==> config.mk <==
export PLATFORM = sky130hd
export DESIGN_NAME = id_ex_reg
export DESIGN_NICKNAME = d
export VERILOG_FILES = /design/src/rtl/id_ex_reg.sv
export SDC_FILE = /design/constraint.sdc
export NUM_CORES = 1
export LEC_CHECK = 0
export BUFFER_PORTS_ARGS = -buffer_cell sky130_fd_sc_hd__buf_2
export CORE_AREA = 2 2 135 137
export DETAILED_ROUTE_END_ITERATION = 12
export DIE_AREA = 0 0 137 139
export GPL_TIMING_DRIVEN = 0
export PLACE_DENSITY = 0.73
export SLEW_MARGIN = 20
export SYNTH_ARGS = -nofsm -noshare
export SYNTH_HDL_FRONTEND = slang
export SYNTH_SLANG_ARGS = --single-unit
export TNS_END_PERCENT = 20
==> constraint.sdc <==
create_clock -name clk -period 3.2 [get_ports clk]
set_clock_uncertainty 0.15 [all_clocks]
set_input_delay 0.48 -clock clk [delete_from_list [all_inputs] [get_ports clk]]
set_output_delay 0.48 -clock clk [all_outputs]
set_load 0.005 [all_outputs]
==> src/rtl/id_ex_reg.sv <==
// ID/EX pipeline register: control/data capture, stall/flush,
// load-use hazard detect and a saturating bubble counter.
package id_ex_pkg;

  typedef struct packed {
    logic [1:0] wbsel;
    logic       memrw;
    logic [3:0] alusel;
    logic       asel;
    logic       bsel;
    logic [2:0] rsel;
    logic [1:0] wsel;
    logic       regwrite;
  } ctrl_t;

  typedef struct packed {
    logic [4:0] rs1;
    logic [4:0] rs2;
    logic [4:0] rd;
  } idx_t;

  localparam logic [1:0] WB_MEM = 2'b01;

endpackage

module id_ex_reg
  import id_ex_pkg::*;
#(
  parameter int XLEN  = 32,
  parameter int CNT_W = 16
) (
  input  logic            clk,
  input  logic            rst_n,
  input  logic            stall,
  input  logic            flush,
  input  logic            in_valid,
  input  logic [1:0]      Wbsel_in,
  input  logic            MemRw_in,
  input  logic [3:0]      ALUsel_in,
  input  logic            Asel_in,
  input  logic            Bsel_in,
  input  logic [2:0]      Rsel_in,
  input  logic [1:0]      Wsel_in,
  input  logic            Regwrite_in,
  input  logic [XLEN-1:0] pc_in,
  input  logic [XLEN-1:0] rs1_data_in,
  input  logic [XLEN-1:0] rs2_data_in,
  input  logic [XLEN-1:0] imm_in,
  input  logic [4:0]      rs1_in,
  input  logic [4:0]      rs2_in,
  input  logic [4:0]      rd_in,
  input  logic [4:0]      id_rs1,
  input  logic [4:0]      id_rs2,
  output logic            valid_out,
  output logic [1:0]      Wbsel_out,
  output logic            MemRw_out,
  output logic [3:0]      ALUsel_out,
  output logic            Asel_out,
  output logic            Bsel_out,
  output logic [2:0]      Rsel_out,
  output logic [1:0]      Wsel_out,
  output logic            Regwrite_out,
  output logic [XLEN-1:0] pc_out,
  output logic [XLEN-1:0] rs1_data_out,
  output logic [XLEN-1:0] rs2_data_out,
  output logic [XLEN-1:0] imm_out,
  output logic [4:0]      rs1_out,
  output logic [4:0]      rs2_out,
  output logic [4:0]      rd_out,
  output logic            load_use_hazard,
  output logic [CNT_W-1:0] bubble_cnt
);

  typedef struct packed {
    logic [XLEN-1:0] pc;
    logic [XLEN-1:0] rs1_data;
    logic [XLEN-1:0] rs2_data;
    logic [XLEN-1:0] imm;
  } data_t;

  ctrl_t ctrl_d, ctrl_q;
  data_t data_d, data_q;
  idx_t  idx_d,  idx_q;
  logic  valid_q;
  logic  bubble_ev;
  logic  cnt_sat;

  // Non-instructions must never carry side-effecting control into EX.
  always_comb begin
    ctrl_d          = '0;
    if (in_valid) begin
      ctrl_d.wbsel    = Wbsel_in;
      ctrl_d.memrw    = MemRw_in;
      ctrl_d.alusel   = ALUsel_in;
      ctrl_d.asel     = Asel_in;
      ctrl_d.bsel     = Bsel_in;
      ctrl_d.rsel     = Rsel_in;
      ctrl_d.wsel     = Wsel_in;
      ctrl_d.regwrite = Regwrite_in;
    end
  end

  always_comb begin
    data_d.pc       = pc_in;
    data_d.rs1_data = rs1_data_in;
    data_d.rs2_data = rs2_data_in;
    data_d.imm      = imm_in;
    idx_d.rs1       = rs1_in;
    idx_d.rs2       = rs2_in;
    idx_d.rd        = rd_in;
  end

  always_ff @(posedge clk or negedge rst_n) begin
    if (!rst_n) begin
      valid_q <= 1'b0;
      ctrl_q  <= '0;
      data_q  <= '0;
      idx_q   <= '0;
    end else if (flush) begin
      valid_q <= 1'b0;
      ctrl_q  <= '0;
      data_q  <= '0;
      idx_q   <= '0;
    end else if (!stall) begin
      valid_q <= in_valid;
      ctrl_q  <= ctrl_d;
      data_q  <= data_d;
      idx_q   <= idx_d;
    end
  end

  // Flush wins over stall, so a flushed edge always counts.
  assign bubble_ev = flush | (~stall & ~in_valid);
  assign cnt_sat   = &bubble_cnt;

  always_ff @(posedge clk or negedge rst_n) begin
    if (!rst_n) begin
      bubble_cnt <= '0;
    end else if (bubble_ev && !cnt_sat) begin
      bubble_cnt <= bubble_cnt + 1'b1;
    end
  end

  assign valid_out    = valid_q;
  assign Wbsel_out    = ctrl_q.wbsel;
  assign MemRw_out    = ctrl_q.memrw;
  assign ALUsel_out   = ctrl_q.alusel;
  assign Asel_out     = ctrl_q.asel;
  assign Bsel_out     = ctrl_q.bsel;
  assign Rsel_out     = ctrl_q.rsel;
  assign Wsel_out     = ctrl_q.wsel;
  assign Regwrite_out = ctrl_q.regwrite;
  assign pc_out       = data_q.pc;
  assign rs1_data_out = data_q.rs1_data;
  assign rs2_data_out = data_q.rs2_data;
  assign imm_out      = data_q.imm;
  assign rs1_out      = idx_q.rs1;
  assign rs2_out      = idx_q.rs2;
  assign rd_out       = idx_q.rd;

  assign load_use_hazard = valid_q
                         & (ctrl_q.wbsel == WB_MEM)
                         & ctrl_q.regwrite
                         & (idx_q.rd != 5'd0)
                         & ((idx_q.rd == id_rs1)
                          | (idx_q.rd == id_rs2));

endmodule

# ---- Word-level counts from Yosys, hierarchy flattened
# Index checks and enable logic that the tools add are counted.
dict set report op_classes {
  add_sub_neg 1
  n_bitwise 9
  eq_ne 4
  n_reduce_logical 4
  mux 9
}
# operator n
set ops {}
lappend ops {{$mux 128} 2}
lappend ops {{$mux 15} 5}
lappend ops {{$add 16x1->16 const B} 1}
lappend ops {{$reduce_and 16->1} 1}
lappend ops {{$eq 5x5->1} 2}
lappend ops {{$and 1x1->1} 5}
lappend ops {{$reduce_bool 5->1} 1}
lappend ops {{$eq 2x1->1 const B} 1}
lappend ops {{$mux 1} 2}
lappend ops {{$ne 2x1->1 const B} 1}
lappend ops {{$not 1->1} 2}
lappend ops {{$or 1x1->1} 2}
lappend ops {{$logic_and 1x1->1} 1}
lappend ops {{$logic_not 1->1} 1}
dict set report totals {
  in_bits 173
  ff_bits 175
}

# ---- Longest topological paths before layout
dict set report logic_depth {
  word_depth 5
  mapped_depth 5
}

# ---- Worst setup path after synthesis
# No wires, ideal clock.
dict set report synth_path {
  kind {register to register}
  start {register bubble_cnt[0]}
  end {register bubble_cnt[1]}
  path_buffers 0
  setup_ns 0.125
  arrival_time_ns 1.647
  path_stages_with_launch 6
  path_slack_ns 1.278
  cell_sequence {dfrtp_1 > ha_1 > nand3_4 > nor4b_4 > or2_4 > mux2_4}
}
dict set report synth_via {
  elab_chain_len 3
}
# item line_no
set synth_lines {}
lappend synth_lines {{from (decl)} 71} ;# output logic [CNT_W-1:0] bubble_cnt
lappend synth_lines {{from (signal assigned)} 140} ;# bubble_cnt <= bubble_cnt + 1'b1;
lappend synth_lines {{branches (longest 3 deep; another with $add 16x1->16)} n/a}
# Parallel ways; which one is timed is not known.
# A chain may end at the register's enable or synchronous reset.

# ---- Worst setup path in the final report
dict set report layout_path {
  start {register idx_q, in the netlist rd_out[1]}
  end {output port load_use_hazard}
}
dict set report layout_via {
  elab_chain_len 3
}
# item line_no
set layout_lines {}
lappend layout_lines {{from (decl)} 83} ;# idx_t idx_d, idx_q;
lappend layout_lines {{from (signal assigned)} 128} ;# idx_q <= idx_d;
lappend layout_lines {{$eq 5x5->1, or another cell as far along} 165} ;# & ((idx_q.rd == id_rs1)
lappend layout_lines {{$or 1x1->1 or $and 1x1->1 (tied branches)} {166, 164}}
lappend layout_lines {{$and 1x1->1 *} 165}
lappend layout_lines {{to (decl)} 70} ;# output logic load_use_hazard,
# Mark *: on every way between the ends. The rest lies on a longest branch, timed or not.

==> results.cfg <==
[floorplan]
floorplan.initialDensity_pct = 41.0
die_x_um = 137
io_pins = 349
die_area_um2 = 19000
die_y_um = 139
core_um2 = 17700
num_rows = 49

[sta]
layout_min_cycle_time_ns = 2.47
finalHoldViolations = 0
slew_violations = 0
worst_slew_pin_slew_ns = 0.699
grt_setup_unrepaired = no
setup_viol = 0
max_freq_mhz = 405
setup_slack_ns = 0.732
slew_headroom_pct = 53.4
fin_crit_sh_pct = 77.1

[logic_synthesis]
ys.flop_type = dfrtp_1
synth_top_cell_area_share_pct = 60.5
seq_area_frac_synth_pct = 60.5
synth_area_um2 = 7240
synthTopCellsByArea = dfrtp_1 61%, mux2i_1 20%, nor2_1 7.7%, xor2_1 2.2%, a22o_1 1.8%
yosysMostFrequentCell = dfrtp_1
synth_nets = 764
avgSynthCellArea_um2 = 12.3
yosysTopAreaCell = dfrtp_1
yosys_warnings = 0
async_reset_ff_share_pct = 100
yosysUniqueCellTypes = 33
postSynthCellCount = 590
synth_edf_count = 0
synth-seq-cells = 175
synth_common_cells = 175 x dfrtp_1, 149 x nor2_1, 143 x mux2i_1

[setup_path]
required_ns = 2.57
crit_arrival_ns = 1.84
crit_family = flip-flops
crit_buf_inv = 1
path_depth = 5
r2r_cells = 5
path_cells = xor2_1 > nor3_1 > nand3_1 > a221oi_1 > buf_2
max_stage_delay_ns = 0.47
crit_type = flip-flop to output port
path_max_fanout = 5
cp-end-kind = output port
slowest_stage = dfrtp_1
crit_path_start_kind = flip-flop

[final_layout]
syn_to_final_growth_pct = 37.0
final_area_um2 = 9920
final_util_pct = 56.2
drive_above_1_share_pct = 42.2
fin_nets = 1133
instances_no_fill = 1204
fill_cells = 1539

[worst_hold_path]
whs_path_depth = 2
hp-class = input pin to flip-flop

[global_routing]
grt_max_degree = 92
antenna_found_initial = 3
gr-total-overflow = 0
grt_pass1_wl_um = 30000
grt_usage_pct = 20.4
grt_pass1_vias = 5825

[detailed_routing]
finalWirelength_um = 19700
avgRoutedWirePerCell_um = 16.3
post_drt_via_cell_ratio = 4.78
drc_errors = 0
final_antenna_net_count = 0
first_iter_violations = 188
via_count = 5756
drt_pass1_iterations = 4

[outcome]
outcome = finished clean

[power]
leakage_nw = 5.68
power.density_nw_per_um2 = 551
power_w = 0.00546
vdd_ir_drop_max_uv = 395

[placed_design]
portBuffers = 348
dp_hpwl_um = 15000
dp_worst_setup_slack_ns = 0.991
placed_cell_area_um2 = 9300
dp_cells = 1168
place.gp.congestion = 0.796

[clocking]
cts_tree = done
h-tree-depth = 4
post-cts-setup-buffers = 0
clkLatencyLatePin_ns = 0.42
cts_buffer_depth = 2
cts_root_buf = clkbuf_16
cts_sinks = 175
clkSlewWorstSetupHoldPaths_ns = 0.07
cts_resized = 0
cts_made_buffers = 17

[run]
maxCapViolCount = 0
==> kinds of logic (layout without fill, tap and decap cells) <==
logic type | count (synthesis) | count (layout) | share of synthesized area, %
AND/OR/NAND/NOR | 189 | 189 | 11.5
AO/OA/AOI/OAI | 20 | 20 | 2.61
adder cells (fa/ha/maj) | 1 | 1 | 0.173
flip-flops | 175 | 175 | 60.5
buffers and inverters | 36 | 418 | 2.18
other | 0 | 3 | 0
XOR/XNOR | 24 | 24 | 2.90
multiplexers | 145 | 145 | 20.1
==> per-layer routing <==
metal / wire [um] / global-route usage, %
met1: 7770 / 23.2
met2: 9810 / 35.6
met3: 1590 / 6.40
met4: 489 / 7.87
met5: 13 / 0
==> final timing paths <==
check / from / endpoint / slack, ns
hold reg to reg: Rsel_out[2]$_DFFE_PN0P_ / Rsel_out[2]$_DFFE_PN0P_ / 0.35
min in group asynchronous: rst_n / bubble_cnt[4]$_DFFE_PN0P_ / 0.49
setup / recovery: rd_out[1]$_DFFE_PN0P_ / load_use_hazard / 0.73
hold / removal: Rsel_in[1] / Rsel_out[1]$_DFFE_PN0P_ / 0.12
setup reg to reg: bubble_cnt[0]$_DFFE_PN0P_ / bubble_cnt[1]$_DFFE_PN0P_ / 1.08
max in group asynchronous: rst_n / rs2_data_out[23]$_DFFE_PN0P_ / 1.56
==> metrics by stage <==
step	setup TNS [ns]	hold WS [ns]
floorplan	0	0.0344
global placement	-222.14	0.326
detailed placement	0	0.335
CTS	0	0.0986
global route	0	0.111
finish	0	0.119
==> layout make-up <==
class                      instances  area [um^2]  area share, %
clock buffer                      19          443           4.47
clock inverter                    13          153           1.54
timing repair buffer             350         1790           18.0
antenna                            3         7.51         0.0757
sequential                       175         4380           44.2
inverter                           1         3.75         0.0379
tap                              229          287           2.89
buffer                            35          154           1.55
multi-input combinational        379         2700           27.2
==> cell usage in the layout (no fill, tap or decap), types with 2 or more instances in the layout <==
master,instances
buf_2,365
dfrtp_1,175
nor2_1,149
mux2i_1,143
xor2_1,18
clkbuf_16,17
a22o_1,15
clkbuf_1,12
nor3_1,8
nand3_1,7
xnor2_1,6
buf_1,6
nand2_1,6
nor4_1,5
clkinvlp_4,4
diode_2,3
inv_6,3
nand4_1,2
and4_1,2
a2111oi_2,2
inv_8,2
bufinv_16,2
==> state kept, by name (all words and copies together) (netlist names), 2 cells and up <==
name          flops
Wsel_out          2
pc_out           32
rs1_out           5
rs2_out           5
rs2_data_out     32
imm_out          32
Rsel_out          3
Wbsel_out         2
rd_out            5
bubble_cnt       16
ALUsel_out        4
rs1_data_out     32
==> repair_timing <==
action                                  4_1_cts  5_1_grt
endpoints found under the hold margin        90        0
endpoints found under the setup margin        0        0
hold buffers                                  1        0
==> power breakdown <==
group | switching [W] | leakage [nW] | internal [W]
registers | 0.000167 | 2.31 | 0.00239
clock network | 0.000907 | 0.280 | 0.00119
logic | 0.000412 | 3.08 | 0.000401
Note: power is estimated with default switching activity, not from simulation.
